**src/rtl/rx_unit_if.sv**
```systemverilog
// rx_unit_if: RX-side SPM write port bundle.
// Driven by rx_unit; consumed by the SPM bus arbiter.
interface rx_unit_if #(
    parameter int ADDR_W = 14
);
    logic [ADDR_W-1:0] rx_spm_addr;
    logic [1:0]        rx_spm_en;
    logic              rx_spm_wr;
    logic [63:0]       rx_spm_wdata;

    modport master (
        output rx_spm_addr,
        output rx_spm_en,
        output rx_spm_wr,
        output rx_spm_wdata
    );

    modport slave (
        input rx_spm_addr,
        input rx_spm_en,
        input rx_spm_wr,
        input rx_spm_wdata
    );
endinterface

```
**src/rtl/rx_unit.sv**
```systemverilog
// rx_unit: NI receive path. Decodes flits from the router,
// writes payload words to the SPM, counts packets, flags errors.
module rx_unit #(
    parameter int ADDR_W = 14,
    parameter int CNT_W  = 16
) (
    input  logic              clk,
    input  logic              reset,
    input  logic [34:0]       i_pkt_in,
    rx_unit_if.master         o_spm,
    output logic [CNT_W-1:0]  o_pkt_cnt,
    output logic              o_rx_err,
    input  logic              i_err_clr,
    output logic              o_irq_valid,
    output logic [ADDR_W:0]   o_irq_addr
);
    localparam logic [0:0] S_IDLE    = 1'b0;
    localparam logic [0:0] S_PAYLOAD = 1'b1;

    logic [0:0]        r_state;
    logic [ADDR_W:0]   r_wptr;
    logic              r_irq;
    logic [ADDR_W-1:0] r_addr;
    logic [1:0]        r_en;
    logic              r_wr;
    logic [63:0]       r_wdata;
    logic [CNT_W-1:0]  r_cnt;
    logic              r_err;
    logic              r_irq_valid;
    logic [ADDR_W:0]   r_irq_addr;

    logic              w_valid;
    logic              w_sop;
    logic              w_eop;
    logic [31:0]       w_data;
    logic [ADDR_W:0]   w_hdr_addr;
    logic              w_hdr;
    logic              w_pay;
    logic              w_err_set;

    assign w_valid    = i_pkt_in[34];
    assign w_sop      = i_pkt_in[33];
    assign w_eop      = i_pkt_in[32];
    assign w_data     = i_pkt_in[31:0];
    assign w_hdr_addr = i_pkt_in[ADDR_W:0];
    assign w_hdr      = w_valid & w_sop;
    assign w_pay      = w_valid & ~w_sop & (r_state == S_PAYLOAD);
    assign w_err_set  = w_valid & ((w_sop & (r_state == S_PAYLOAD)) |
                                   (~w_sop & (r_state == S_IDLE)));

    // Packet framing FSM and write pointer / irq tag tracking
    always_ff @(posedge clk) begin
        if (reset) begin
            r_state <= S_IDLE;
            r_wptr  <= '0;
            r_irq   <= 1'b0;
        end else if (w_hdr) begin
            r_wptr  <= w_hdr_addr;
            r_irq   <= w_data[31];
            r_state <= w_eop ? S_IDLE : S_PAYLOAD;
        end else if (w_pay) begin
            r_wptr  <= r_wptr + 1'b1;
            if (w_eop) begin
                r_state <= S_IDLE;
            end
        end
    end

    // SPM write port: strobe only on payload, address/data hold otherwise
    always_ff @(posedge clk) begin
        if (reset) begin
            r_addr  <= '0;
            r_en    <= 2'b00;
            r_wr    <= 1'b0;
            r_wdata <= '0;
        end else begin
            r_en <= 2'b00;
            r_wr <= 1'b0;
            if (w_pay) begin
                r_addr  <= r_wptr[ADDR_W:1];
                r_en    <= r_wptr[0] ? 2'b01 : 2'b10;
                r_wr    <= 1'b1;
                r_wdata <= {w_data, w_data};
            end
        end
    end

    // Completed-packet counter and IRQ pulse on eop
    always_ff @(posedge clk) begin
        if (reset) begin
            r_cnt       <= '0;
            r_irq_valid <= 1'b0;
            r_irq_addr  <= '0;
        end else begin
            r_irq_valid <= 1'b0;
            if (w_hdr && w_eop) begin
                r_cnt       <= r_cnt + 1'b1;
                r_irq_valid <= w_data[31];
                if (w_data[31]) begin
                    r_irq_addr <= w_hdr_addr;
                end
            end else if (w_pay && w_eop) begin
                r_cnt       <= r_cnt + 1'b1;
                r_irq_valid <= r_irq;
                if (r_irq) begin
                    r_irq_addr <= r_wptr;
                end
            end
        end
    end

    // Sticky framing error; a new error wins over a clear
    always_ff @(posedge clk) begin
        if (reset) begin
            r_err <= 1'b0;
        end else if (w_err_set) begin
            r_err <= 1'b1;
        end else if (i_err_clr) begin
            r_err <= 1'b0;
        end
    end

    assign o_spm.rx_spm_addr  = r_addr;
    assign o_spm.rx_spm_en    = r_en;
    assign o_spm.rx_spm_wr    = r_wr;
    assign o_spm.rx_spm_wdata = r_wdata;
    assign o_pkt_cnt          = r_cnt;
    assign o_rx_err           = r_err;
    assign o_irq_valid        = r_irq_valid;
    assign o_irq_addr         = r_irq_addr;
endmodule

```
**src/flat_wrapper.sv**
```systemverilog
// flat-port wrapper written by rule: the top's interface ports become plain ports
module rx_unit_flat 
#(
    parameter int ADDR_W = 14,
    parameter int CNT_W  = 16
)
  (clk, reset, i_pkt_in, o_pkt_cnt, o_rx_err, i_err_clr, o_irq_valid, o_irq_addr, o_spm_rx_spm_addr, o_spm_rx_spm_en, o_spm_rx_spm_wr, o_spm_rx_spm_wdata);
  rx_unit_if #(.ADDR_W(ADDR_W)) o_spm_i ();
  input  logic clk;
  input  logic reset;
  input  logic [34:0] i_pkt_in;
  output logic [CNT_W-1:0] o_pkt_cnt;
  output logic o_rx_err;
  input  logic i_err_clr;
  output logic o_irq_valid;
  output logic [ADDR_W:0] o_irq_addr;
  output wire logic [$bits(o_spm_i.rx_spm_addr)-1:0] o_spm_rx_spm_addr;
  output wire logic [$bits(o_spm_i.rx_spm_en)-1:0] o_spm_rx_spm_en;
  output wire logic [$bits(o_spm_i.rx_spm_wr)-1:0] o_spm_rx_spm_wr;
  output wire logic [$bits(o_spm_i.rx_spm_wdata)-1:0] o_spm_rx_spm_wdata;
  assign o_spm_rx_spm_addr = o_spm_i.rx_spm_addr;
  assign o_spm_rx_spm_en = o_spm_i.rx_spm_en;
  assign o_spm_rx_spm_wr = o_spm_i.rx_spm_wr;
  assign o_spm_rx_spm_wdata = o_spm_i.rx_spm_wdata;
  rx_unit #(.ADDR_W(ADDR_W), .CNT_W(CNT_W)) u_core (.clk(clk), .reset(reset), .i_pkt_in(i_pkt_in), .o_spm(o_spm_i), .o_pkt_cnt(o_pkt_cnt), .o_rx_err(o_rx_err), .i_err_clr(i_err_clr), .o_irq_valid(o_irq_valid), .o_irq_addr(o_irq_addr));
endmodule
```
**config.mk**
```make
export PLATFORM = sky130hd
export DESIGN_NAME = rx_unit_flat
export DESIGN_NICKNAME = d
export VERILOG_FILES = /design/src/rtl/rx_unit_if.sv /design/src/rtl/rx_unit.sv /design/src/flat_wrapper.sv
export SDC_FILE = /design/constraint.sdc
export NUM_CORES = 1
export LEC_CHECK = 0
export CAP_MARGIN = 40
export CORE_MARGIN = 2
export CORE_UTILIZATION = 49
export DETAILED_ROUTE_END_ITERATION = 6
export PLACE_DENSITY = 0.82
export SYNTH_ARGS = -nofsm -noshare
export SYNTH_HDL_FRONTEND = slang
export SYNTH_SLANG_ARGS = --single-unit
export TNS_END_PERCENT = 1
```
**constraint.sdc**
```tcl
create_clock -name clk -period 3.37 [get_ports clk]
set_input_delay 0.5055 -clock clk [delete_from_list [all_inputs] [get_ports clk]]
set_output_delay 0.5055 -clock clk [all_outputs]
set_load 0.01 [all_outputs]
```
==> impl_metrics.env <==
export IMPL_status="finished, final reports clean"
export IMPL_fin_skew_ps=15.7
export IMPL_clk_path_buf_depth=2
export IMPL_dieArea_mm2=0.00967
export IMPL_clkTransAtPathRegs_ps=100
export IMPL_hold_viol=0
export IMPL_total_leakage_power_nw=1.95
export IMPL_ant_nets=0
export IMPL_drtPass1Iterations=5
export IMPL_ctsHoldBuffers=0
export IMPL_dieWidth_um=98.4
export IMPL_vias_per_cell=5.54
export IMPL_worstSetupPathType="primary input to register"
export IMPL_dpl_hpwl_mm=8.70
export IMPL_rows=34
export IMPL_io_pin_count=152
export IMPL_cts_made_buffers=9
export IMPL_avgRoutedWirePerCell_um=15.9
export IMPL_crit_chain="clkdlybuf4s50_1 > buf_4 > and3b_2 > nand2b_1 > or4_1 > o211ai_1"
export IMPL_synth_top_area_share=0.454
export IMPL_post_cts_buffers=0
export IMPL_cts_max_level=3
export IMPL_yosysTopAreaCell="dfxtp_1"
export IMPL_finalCritPeriodShare=0.643
export IMPL_max_slew_margin=0.538
export IMPL_cp_slowest_cell="or4_1"
export IMPL_die_h_um=98.4
export IMPL_tightest_slew_ps=693
export IMPL_crit_fanout=20
export IMPL_wirelength_mm=12.0
export IMPL_ys_warn_count=0
export IMPL_drv_slew=0
export IMPL_rsz0062_at_grt="false"
export IMPL_initial_core_util=0.503
export IMPL_cts_sinks=99
export IMPL_grt_max_degree=67
export IMPL_core_area_mm2=0.00868
export IMPL_grt_usage=0.240
export IMPL_antenna_cells=0
export IMPL_finalSetupViolations=0
export IMPL_post_route_min_period_ps=2170
export IMPL_critPathLaunchType="primary input"
export IMPL_grt_ovfl_total=0
export IMPL_drtIter0Drc=279
export IMPL_end_kind="register"
export IMPL_layout_common_cells="clkdlybuf4s50_1 (150), nand2_1 (124), dfxtp_1 (99)"
export IMPL_synth_ff_latch_count=99
export IMPL_layout_setup_ws_ps=1200
export IMPL_min_path_type="register to register"
export IMPL_max_freq_mhz=462
export IMPL_grt_pass1_wl_mm=19.0
export IMPL_syn2layout_area_growth_pct=34.3
export IMPL_netlist_top_cells_area="dfxtp_1 (45%), nand2_1 (11%), a21oi_1 (7.0%)"
export IMPL_antenna_found_initial=0
export IMPL_synthesis_area_mm2=0.00436
export IMPL_critPathBufInv=2
export IMPL_grt_pass1_vias=3772
export IMPL_dr_total_vias=4157
export IMPL_fillers=706
export IMPL_cts_root_buf="clkbuf_8"
export IMPL_tns_ps=0
export IMPL_ys_flop_type="dfxtp_1"
export IMPL_cts_tree="done"
export IMPL_critPathArrivalTime_ps=2450
export IMPL_drive_gt1_frac=0.0560
export IMPL_ys_types=50
export IMPL_nNetsFinal=678
export IMPL_cap_violations=0
export IMPL_final_common_cell="clkdlybuf4s50_1"
export IMPL_port_buffers=151
export IMPL_crit_family="simple AND/OR/NAND/NOR gates"
export IMPL_power_density_mw_per_mm2=380
export IMPL_syn_inst=540
export IMPL_ir_drop_mv=0.201
export IMPL_synth_edf_count=0
export IMPL_crit_required_ps=3660
export IMPL_routabilityCongestion=0.931
export IMPL_multi_input_area_mm2=0.00196
export IMPL_ys_seq_area_frac=0.454
export IMPL_insertion_delay_ps=370
export IMPL_cts_resized=0
export IMPL_synth_net_count=580
export IMPL_async_flop_share=0
export IMPL_avgSynthCellArea_um2=8.08
export IMPL_crit_path_max_incr_delay_ps=540
export IMPL_drc=0
export IMPL_dp_slack_ps=855
export IMPL_seq_area_mm2=0.00198
==> cell families after synthesis <==
group           after synthesis  synth area share
buf+inv                      76            0.0981
simple gates                233             0.245
compound gates              114             0.163
xor+xnor                     12            0.0241
fa+ha+maj                     2           0.00573
flops                        99             0.454
mux                           4           0.00975
==> metrics by stage <==
step	total power (W)	cell area (um^2)	hold slack, ps	util	instances
2_1_floorplan	0.00136	4360	437	-	540
3_3_place_gp	0.00148	5660	445	0.652	735
3_5_place_dp	0.00148	5660	454	0.652	735
4_1_cts	0.00223	5860	467	0.675	751
5_1_grt	0.00231	5860	488	0.675	751
6_report	0.00223	5860	466	0.675	751
==> final timing paths <==
| check | start | end | slack [ps] | cells after the start |
|---|---|---|---|---|
| worst max-delay path | i_pkt_in[33] | u_core.r_wptr[14] | 1200 | 6 |
| worst min-delay path | u_core.r_irq | u_core.r_irq | 470 | 2 |
| worst max register to register | u_core.r_state | u_core.r_wptr[14] | 1300 | 4 |
| worst min register to register | u_core.r_irq | u_core.r_irq | 470 | 2 |
==> registers in the layout, indices dropped and copies added, names as in the netlist <==
signal                     flops
u_core.o_spm.rx_spm_en         2
u_core.o_spm.rx_spm_wr         1
u_core.o_irq_addr             15
u_core.o_spm.rx_spm_wdata     32
u_core.o_pkt_cnt              16
u_core.r_wptr                 15
u_core.o_rx_err                1
u_core.r_state                 1
u_core.o_spm.rx_spm_addr      14
u_core.o_irq_valid             1
u_core.r_irq                   1
==> routing by layer <==
| metal | vias up | wire, um | GRT usage |
|---|---|---|---|
| li1 | 2024 | - | - |
| met1 | 1940 | 5090 | 0.321 |
| met2 | 180 | 5720 | 0.385 |
| met3 | 13 | 969 | 0.0544 |
| met4 | 0 | 166 | 0.0780 |
| met5 | - | 0 | 0 |
==> cell type report <==
class | count | area share
Sequential cell | 99 | 0.338
Multi-Input combinational cell | 365 | 0.334
Timing Repair Buffer | 160 | 0.269
Tap cell | 108 | 0.0231
Clock buffer | 10 | 0.0218
Clock inverter | 6 | 0.0122
Inverter | 3 | 0.00192
==> where the power goes <==
part | internal [W] | total (W) | switching [W]
Combinational | 0.000113 | 0.000228 | 0.000114
Sequential | 0.00120 | 0.00123 | 0.0000329
Clock | 0.000350 | 0.000772 | 0.000422
==> worst reg2reg max path, cell delays in order (launching register included) <==
cell	delay, ps
dfxtp_1	620
and3b_2	510
nand2b_1	210
or4_1	540
o211ai_1	110
==> cells in the mapped netlist, types with 2 or more instances <==
cell type and number:
a32oi_1 2, ha_1 2, o211ai_1 2, o21ai_0 8
o22ai_1 4, a31oi_1 4, nor3_1 2, nand2_1 124
inv_1 3, or3_1 3, a22oi_1 5, a311oi_1 13
and3_1 6, a21oi_1 61, clkbuf_1 24, nand4_1 8
mux2_2 2, or4_1 4, o31ai_1 4, xor2_1 9
dfxtp_1 99, nor2_1 32, and2_1 2, buf_2 15
xnor2_1 3, nand2b_1 3, mux2i_1 2, and4_1 3
nand3_1 32, nor4_1 2, a211oi_1 6, buf_4 33
No activity file was read; power rests on OpenSTA's default activity.
